`src/rtl/instruction_fetch_pkg.sv`:
```
// Shared types and constants for the XM23 instruction fetch unit.
package instruction_fetch_pkg;

    localparam int unsigned XM23_INSTR_W = 16;
    localparam int unsigned ADDR_W       = 16;
    localparam int unsigned WAIT_W       = 4;

    localparam logic [ADDR_W-1:0] RESET_PC_DEFAULT = 16'h0000;

    typedef enum logic [1:0] {
        ST_REQ   = 2'd0,
        ST_ISSUE = 2'd1,
        ST_FAULT = 2'd2
    } fetch_state_t;

    // Captured instruction together with the address it came from.
    typedef struct packed {
        logic [XM23_INSTR_W-1:0] instr;
        logic [ADDR_W-1:0]       pc;
    } fetch_word_t;

    // Instructions are word aligned; an odd fetch address is a fault.
    function automatic fetch_state_t entry_state(input logic [ADDR_W-1:0] addr);
        return addr[0] ? ST_FAULT : ST_REQ;
    endfunction

endpackage

```
`src/rtl/fetch_timeout_counter.sv`:
```
// Counts memory wait cycles of one read; expire_c flags the last allowed wait cycle.
module fetch_timeout_counter
    import instruction_fetch_pkg::*;
#(
    parameter int unsigned TIMEOUT = 15
) (
    input  logic clk,
    input  logic rst_n,
    input  logic clear,
    input  logic enable,
    output logic expire_c
);

    logic [WAIT_W-1:0] count;

    always_ff @(posedge clk or negedge rst_n) begin
        if (!rst_n) begin
            count <= '0;
        end else if (clear) begin
            count <= '0;
        end else if (enable) begin
            count <= count + WAIT_W'(1);
        end
    end

    assign expire_c = enable && (count == WAIT_W'(TIMEOUT - 1));

endmodule

```
`src/rtl/instruction_fetch.sv`:
```
// XM23 instruction fetch: reads one word per instruction and hands it to the decoder with a one-cycle E strobe.
module instruction_fetch
    import instruction_fetch_pkg::*;
#(
    parameter logic [ADDR_W-1:0] RESET_PC = RESET_PC_DEFAULT,
    parameter int unsigned       TIMEOUT  = 15
) (
    input  logic                    clk,
    input  logic                    rst_n,
    input  logic                    branch,
    input  logic [ADDR_W-1:0]       target,
    input  logic                    stall,
    output logic                    mem_rd,
    output logic [ADDR_W-1:0]       mem_addr,
    input  logic                    mem_ready,
    input  logic [XM23_INSTR_W-1:0] mem_data,
    output logic [XM23_INSTR_W-1:0] instr,
    output logic                    e,
    output logic [ADDR_W-1:0]       instr_pc,
    output logic                    flt
);

    fetch_state_t      state, state_next;
    logic [ADDR_W-1:0] pc, pc_next;
    fetch_word_t       fetched;
    logic              capture;
    logic              e_next, flt_next, mem_rd_next;
    logic              wait_en, wait_clear, wait_expire;

    fetch_timeout_counter #(
        .TIMEOUT (TIMEOUT)
    ) u_timeout (
        .clk      (clk),
        .rst_n    (rst_n),
        .clear    (wait_clear),
        .enable   (wait_en),
        .expire_c (wait_expire)
    );

    // Only cycles with an outstanding read count toward the timeout.
    assign wait_en    = (state == ST_REQ) && mem_rd && !mem_ready;
    assign wait_clear = (state != ST_REQ) || (state_next != ST_REQ) || branch;

    always_ff @(posedge clk or negedge rst_n) begin
        if (!rst_n) begin
            state <= ST_REQ;
        end else begin
            state <= state_next;
        end
    end

    always_comb begin
        state_next = state;
        pc_next    = pc;
        capture    = 1'b0;
        unique case (state)
            ST_REQ: begin
                if (branch) begin
                    pc_next    = target;
                    state_next = entry_state(target);
                end else if (pc[0]) begin
                    state_next = ST_FAULT;
                end else if (mem_rd && mem_ready) begin
                    capture    = 1'b1;
                    pc_next    = pc + ADDR_W'(2);
                    state_next = ST_ISSUE;
                end else if (wait_expire) begin
                    state_next = ST_FAULT;
                end
            end
            ST_ISSUE: begin
                if (branch) begin
                    pc_next    = target;
                    state_next = entry_state(target);
                end else if (e) begin
                    state_next = entry_state(pc);
                end
            end
            ST_FAULT: begin
                if (branch && !target[0]) begin
                    pc_next    = target;
                    state_next = ST_REQ;
                end
            end
            default: begin
                state_next = ST_REQ;
            end
        endcase
    end

    // E is decided one edge ahead using the stall sampled at that edge; a branch always cancels it.
    always_comb begin
        e_next      = 1'b0;
        flt_next    = 1'b0;
        mem_rd_next = 1'b0;
        if (!branch && !stall) begin
            e_next = capture || ((state == ST_ISSUE) && !e);
        end
        flt_next = (state_next == ST_FAULT);
        // A redirect leaves one idle cycle so the address never moves under an active read.
        mem_rd_next = (state_next == ST_REQ) && !branch;
    end

    always_ff @(posedge clk or negedge rst_n) begin
        if (!rst_n) begin
            pc      <= RESET_PC;
            fetched <= '0;
            e       <= 1'b0;
            flt     <= 1'b0;
            mem_rd  <= 1'b0;
        end else begin
            pc     <= pc_next;
            e      <= e_next;
            flt    <= flt_next;
            mem_rd <= mem_rd_next;
            if (capture) begin
                fetched <= '{instr: mem_data, pc: pc};
            end
        end
    end

    assign mem_addr = pc;
    assign instr    = fetched.instr;
    assign instr_pc = fetched.pc;

endmodule

```
`config.mk`:
```
export PLATFORM = sky130hd
export DESIGN_NAME = instruction_fetch
export DESIGN_NICKNAME = d
export VERILOG_FILES = /design/src/rtl/instruction_fetch_pkg.sv /design/src/rtl/fetch_timeout_counter.sv /design/src/rtl/instruction_fetch.sv
export SDC_FILE = /design/constraint.sdc
export NUM_CORES = 1
export LEC_CHECK = 0
export CAP_MARGIN = 20
export CORE_UTILIZATION = 41
export CTS_CLUSTER_DIAMETER = 80
export DETAILED_ROUTE_END_ITERATION = 8
export PLACE_DENSITY_LB_ADDON = 0.3
export SYNTH_ARGS = -nofsm -noshare
export SYNTH_HDL_FRONTEND = slang
export SYNTH_SLANG_ARGS = --single-unit
```
`constraint.sdc`:
```
create_clock -name clk -period 2.45 [get_ports clk]
set_input_delay 0.735 -clock clk [delete_from_list [all_inputs] [get_ports clk]]
set_output_delay 0.735 -clock clk [all_outputs]
set_load 0.005 [all_outputs]
```
==> summary.txt, run 1 <==
Status
  • Outcome: finished, final reports clean

Synth
  • Post-Synthesis Cells: 255
  • Post-Syn Nets: 299
  • Synth async-reset ratio: 1.00
  • Synth cell types: 50
  • Yosys reg bits: 57
  • Post-synthesis cell area: 2880 µm²
  • Most common cell in the netlist: dfrtp_1
  • Top post-synthesis cells by area: dfrtp_1 (50%), mux2_2 (12%), ha_1 (3.0%), a22o_1 (2.7%), o21ai_0 (2.4%)
  • Synth area leader: dfrtp_1
  • EDFF count, synth: 0
  • Top-area cell type share of the netlist area: 0.496
  • Post-synth top cells: dfrtp_1 (57), mux2_2 (31), nand2_1 (17)
  • YS warnings: 0
  • Top FF cell, synth: dfrtp_1
  • Sequential share of the synthesized area: 0.496
  • Mean Syn Cell Area: 11.3 µm²

Routing
  • Avg WL per Cell: 15.0 µm
  • Routed WL: 6920 µm
  • Drt drc: 0
  • Vias/cell: 5.26
  • Via Count: 2419
  • Pre-antenna DRT Iters: 4
  • Final ANT Viol Nets: 0
  • Initial DRC count: 110

Timing
  • Fmax: 457 MHz
  • Post-route minimum period: 2.19 ns
  • Fin. max-slew vios: 0
  • Slew @ Worst Pin: 0.673 ns
  • Clock skew: 0.00740 ns
  • Hold Worst Slack: 0.430 ns
  • Slew margin rel.: 0.552
  • Tcrit/Tclk final: 0.893
  • Final worst-path setup slack: 0.262 ns
  • RSZ-0062 raised after global routing: no
  • Final Hold Viols: 0
  • Final setup fails: 0

Cells and area
  • Total Nets Final: 404
  • Area Overhead vs Synth: 44.7%
  • Final core utilization: 0.613
  • Layout fillers: 568
  • Design area: 4160 µm²
  • Layout cell share with drive strength beyond 1: 0.195
  • # diodes: 0
  • Area of the multi-input gates: 1330 µm²
  • Storage cell area: 1430 µm²

GRT
  • Gr ovfl total: 0
  • Initial antenna violation count: 0
  • GRT busiest layer: met2
  • Vias in the first global route: 2320
  • First-pass GRT wire length: 11100 µm
  • Largest net degree at the start of global routing: 30
  • Met2 Use GR: 0.318
  • Grt met1 use: 0.248
  • Gr usage total: 0.198
  • Met3 usage: 0.0472

Power
  • Cell Pwr Density: 1080 nW/µm²
  • IR Drop Worst-Case VDD: 0.529 mV
  • Leakage: 1.78 nW
  • Total chip power: 4.49 mW
  • P_sw: 1.48 mW
  • Clock Power Share: 0.180
  • Internal Power: 3.01 mW
  • Switching Share: 0.329
  • Combinational share of power: 0.451
  • Reg power frac: 0.369

Floorplanning
  • Die Ht: 85.8 µm
  • Die area: 7360 µm²
  • Starting Density: 0.424
  • Die X: 85.8 µm
  • Core area: 6790 µm²
  • Top Ports: 88
  • Num rows: 30

Placed design
  • Place WS: -0.106 ns
  • Buffers on Ports: 87
  • RePlAce Congestion: 0.847
  • Area after DPL: 3980 µm²
  • Hpwl dp: 4910 µm

Clocking
  • Clock tree sinks: 57
  • CTS H-tree lvls: 3
  • CTS root buf: clkbuf_8
  • Post-CTS sizing: 0
  • # hold bufs at CTS: 0
  • Clock Tree Buf Depth: 2
  • Insertion delay to the later sink of the worst-skew pair: 0.34 ns
  • CTS Buf Count: 9
  • CTS tree: yes
  • Setup bufs post-CTS: 0
  • Clk slew on worst S/H paths: 0.07 ns

Critical path
  • Critical Path Fanout Max: 21
  • Critical Path AT: 2.41 ns
  • Crit start category: primary input
  • Setup CP Type: in -> reg
  • CP endpoint kind: flop
  • CP required: 2.68 ns

Min path
  • HP Class: in -> async

Flow run
  • Max_cap viols: 0
-- layer usage --
metal / part of all wire / vias to the layer above / wire [µm]
li1: - / 1160 / -
met1: 0.46 / 1165 / 3170
met2: 0.48 / 85 / 3300
met3: 0.052 / 9 / 357
met4: 0.013 / 0 / 91
met5: 0 / - / 0
-- path summary, 6_finish.rpt --
check,from,endpoint,slack [ns],depth (start not counted)
max,branch,mem_addr[5],0.26,6
min,rst_n,mem_addr[15],0.43,1
max reg2reg,state[0],mem_addr[5],0.37,7
min reg2reg,instr_pc[0],instr_pc[0],0.50,1
max in group asynchronous,rst_n,flt,1.43,2
min in group clk,instr_pc[0],instr_pc[0],0.50,1
-- cell usage in the layout, fill, tap and decap left out, drive strengths merged, types with 6 or more instances in the layout --
| cell type | netlist | layout |
|---|---|---|
| o31ai | 7 | 7 |
| clkdlybuf4s50 | 0 | 86 |
| nand4 | 7 | 7 |
| nor2 | 9 | 9 |
| o21ai | 14 | 14 |
| nand3 | 8 | 8 |
| mux2 | 31 | 31 |
| nand2 | 17 | 17 |
| inv | 15 | 15 |
| ha | 7 | 7 |
| and2 | 6 | 6 |
| clkbuf | 1 | 13 |
| a22o | 9 | 9 |
| dfrtp | 57 | 57 |
| buf | 10 | 19 |
-- kinds of logic after synthesis --
kind of cell / after synthesis / synth area share
compound gates: 65 / 0.176
simple gates: 65 / 0.121
flops: 57 / 0.496
mux: 32 / 0.125
buf+inv: 26 / 0.0430
fa+ha+maj: 7 / 0.0304
xor+xnor: 3 / 0.00913
-- power by group through the flow --
stage                     clock [mW]  combinational [mW]  sequential, mW
after CTS                      0.828                2.05            1.65
final                          0.806                2.03            1.66
after global routing           0.874                2.20            1.71
after detailed placement           0                2.03            1.66
after global placement             0                2.00            1.65
after floorplan                    0               0.940            1.63
-- through the flow --
step,cells,setup TNS [ns]
5_1_grt,460,0
3_5_place_dp,445,-0.252
2_1_floorplan,255,0
3_3_place_gp,445,-0.0490
6_report,460,0
4_1_cts,460,0
-- critical path: stages --
cell             delay, ns
clkdlybuf4s50_1       0.54
and2b_1               0.25
a221oi_4              0.32
buf_12                0.18
a21bo_2               0.22
a22o_1                0.17
-- state kept, by name, summed over array words and instances (netlist names), named ones only --
| name | flops |
|---|---|
| e | 1 |
| flt | 1 |
| instr | 16 |
| instr_pc | 16 |
| mem_addr | 15 |
| mem_rd | 1 |
| state | 2 |
| u_timeout.count | 4 |
-- layout make-up --
cell class,instances,share of cell area
Clock buffer,13,0.0406
Clock inverter,2,0.00301
Timing Repair Buffer,105,0.252
Sequential cell,57,0.343
Inverter,15,0.0135
Multi-Input combinational cell,172,0.319
Tap cell,96,0.0289
(Power assumes the default switching activity.)
==> run 2, diff against run 1 <==
--- a/config.mk
+++ b/config.mk
@@ -9,7 +9,8 @@
 export CORE_UTILIZATION = 41
 export CTS_CLUSTER_DIAMETER = 80
 export DETAILED_ROUTE_END_ITERATION = 8
-export PLACE_DENSITY_LB_ADDON = 0.3
+export PLACE_DENSITY = 0.79
+export SLEW_MARGIN = 30
 export SYNTH_ARGS = -nofsm -noshare
 export SYNTH_HDL_FRONTEND = slang
 export SYNTH_SLANG_ARGS = --single-unit
==> summary.txt, run 2 (synthesis gave the netlist of run 1 again) <==
Clocking
  • CTS tree: yes
  • CTS H-tree lvls: 3
  • Clock Tree Buf Depth: 2
  • Clk slew on worst S/H paths: 0.06 ns
  • CTS root buf: clkbuf_8
  • Post-CTS sizing: 0
  • Clock tree sinks: 57
  • # hold bufs at CTS: 0
  • CTS Buf Count: 9
  • Setup bufs post-CTS: 0
  • Insertion delay to the later sink of the worst-skew pair: 0.33 ns

Routing
  • Metal2 WL: 3310 µm
  • Metal-1 WL: 3170 µm
  • WL met3: 500 µm
  • Initial DRC count: 158
  • Routed WL: 7170 µm
  • Final ANT Viol Nets: 0
  • Vias/cell: 5.34
  • Via Count: 2474
  • Uppermost routed layer: met4
  • Drt drc: 0
  • Avg WL per Cell: 15.5 µm
  • Pre-antenna DRT Iters: 4

Timing
  • Final Hold Viols: 0
  • Final worst-path setup slack: 0.248 ns
  • Final setup fails: 0
  • Post-route minimum period: 2.20 ns
  • Fmax: 454 MHz
  • Clock skew: 0.00694 ns
  • RSZ-0062 raised after global routing: no
  • Tcrit/Tclk final: 0.899
  • Fin. max-slew vios: 0
  • Slew @ Worst Pin: 0.435 ns
  • Slew margin rel.: 0.706

Placed design
  • Post-Place Cells: 447
  • RePlAce Congestion: 0.857
  • Hpwl dp: 5140 µm
  • Buffers on Ports: 87
  • Place WS: -0.0730 ns

Floorplanning
  • Die Ht: 85.8 µm
  • Die area: 7360 µm²
  • Starting Density: 0.424
  • Die X: 85.8 µm
  • Core area: 6790 µm²
  • Top Ports: 88
  • Num rows: 30

Critical path
  • FF-to-FF setup slack: 0.34 ns
  • Critical Path AT: 2.42 ns
  • Reg2Reg Depth: 7
  • Worst Setup SP: branch
  • Worst setup path endpoint: mem_addr[5]
  • CP required: 2.67 ns
  • Critical Path Fanout Max: 11
  • Crit start category: primary input
  • Setup CP Type: in -> reg
  • RR Endpoint: mem_addr[5]
  • Worst r2r src: state[0]
  • CP endpoint kind: flop

Power
  • P_sw: 1.50 mW
  • Reg power frac: 0.359
  • Leakage: 1.80 nW
  • Cell Pwr Density: 1090 nW/µm²
  • Internal Power: 3.08 mW
  • IR Drop Worst-Case VDD: 0.536 mV
  • Total chip power: 4.58 mW
  • Switching Share: 0.328
  • Clock Power Share: 0.196
  • Combinational share of power: 0.446

GRT
  • First-pass GRT wire length: 12000 µm
  • Initial antenna violation count: 0
  • Vias in the first global route: 2492
  • Largest net degree at the start of global routing: 58
  • Gr ovfl total: 0
  • Gr usage total: 0.211

Cells and area
  • # diodes: 0
  • Area of the multi-input gates: 1330 µm²
  • Storage cell area: 1430 µm²
  • Area Overhead vs Synth: 46.0%
  • Layout cell share with drive strength beyond 1: 0.202
  • Most common cell after layout, fill and taps aside: clkdlybuf4s50_1
  • Layout fillers: 559
  • Final Non-Filler Cells: 463
  • Total Nets Final: 406
  • Most frequent cells in the layout: clkdlybuf4s50_1 (86), dfrtp_1 (57), mux2_2 (31)

Min path
  • HP Class: in -> async

Status
  • Outcome: finished, final reports clean

Flow run
  • Max_cap viols: 0
[run 2: cell count changes in the layout (fill, tap and decap cells not counted)]
| cell | change |
|---|---|
| buf_4 | +2 |
| bufinv_16 | +1 |
| clkinv_4 | +1 |
| clkbuf_8 | -1 |
[run 2: layout make-up]
class	instances	area share
Clock inverter	4	0.0122
Clock buffer	12	0.0369
Inverter	15	0.0134
Timing Repair Buffer	107	0.254
Multi-Input combinational cell	172	0.316
Sequential cell	57	0.339
Tap cell	96	0.0286
[run 2: worst min path at each step]
stage	cells after the start	from	slack, ns	to
global route	2	rst_n	0.43	instr_pc[0]
floorplan	0	rst_n	0.44	async pin
global placement	1	instr_pc[0]	0.48	instr_pc[0]
CTS	2	rst_n	0.41	e
finish	2	rst_n	0.40	instr_pc[0]
detailed placement	1	instr_pc[0]	0.49	instr_pc[0]
[run 2: metrics by stage]
stage | hold WS (ns) | TNS (ns) | cell area (µm²) | util
after floorplan | 0.439 | 0 | 2880 | -
final | 0.405 | 0 | 4200 | 0.619
after global routing | 0.428 | 0 | 4200 | 0.619
after detailed placement | 0.493 | -0.337 | 4000 | 0.588
after CTS | 0.405 | 0 | 4200 | 0.619
after global placement | 0.484 | -0.0534 | 4000 | 0.588
[run 2: power groups by stage]
stage	Combinational, mW	Sequential [mW]	Clock [mW]
detailed placement	2.03	1.65	0
global placement	1.99	1.63	0
floorplan	0.940	1.63	0
CTS	2.06	1.64	0.918
finish	2.04	1.64	0.897
global route	2.22	1.70	0.968
[run 2: worst max-delay path, stage by stage]
cell	delay [ns]
clkdlybuf4s50_1	0.54
and2b_1	0.24
a221oi_4	0.30
buf_4	0.21
a21bo_2	0.23
a22o_1	0.17
[run 2: routing by layer]
metal | GRT usage | up-vias
li1 | - | 1166
met1 | 0.266 | 1210
met2 | 0.330 | 81
met3 | 0.0635 | 17
met4 | 0.105 | 0
met5 | 0 | -
==> run 3, diff against run 2 <==
--- a/config.mk
+++ b/config.mk
@@ -5,6 +5,7 @@
 export SDC_FILE = /design/constraint.sdc
 export NUM_CORES = 1
 export LEC_CHECK = 0
+export ABC_CLOCK_PERIOD_IN_PS = 2450
 export CAP_MARGIN = 20
 export CORE_UTILIZATION = 41
 export CTS_CLUSTER_DIAMETER = 80
==> results of run 3 <==
Same layout as run 2: the final DEF is identical, and so are final timing and power.
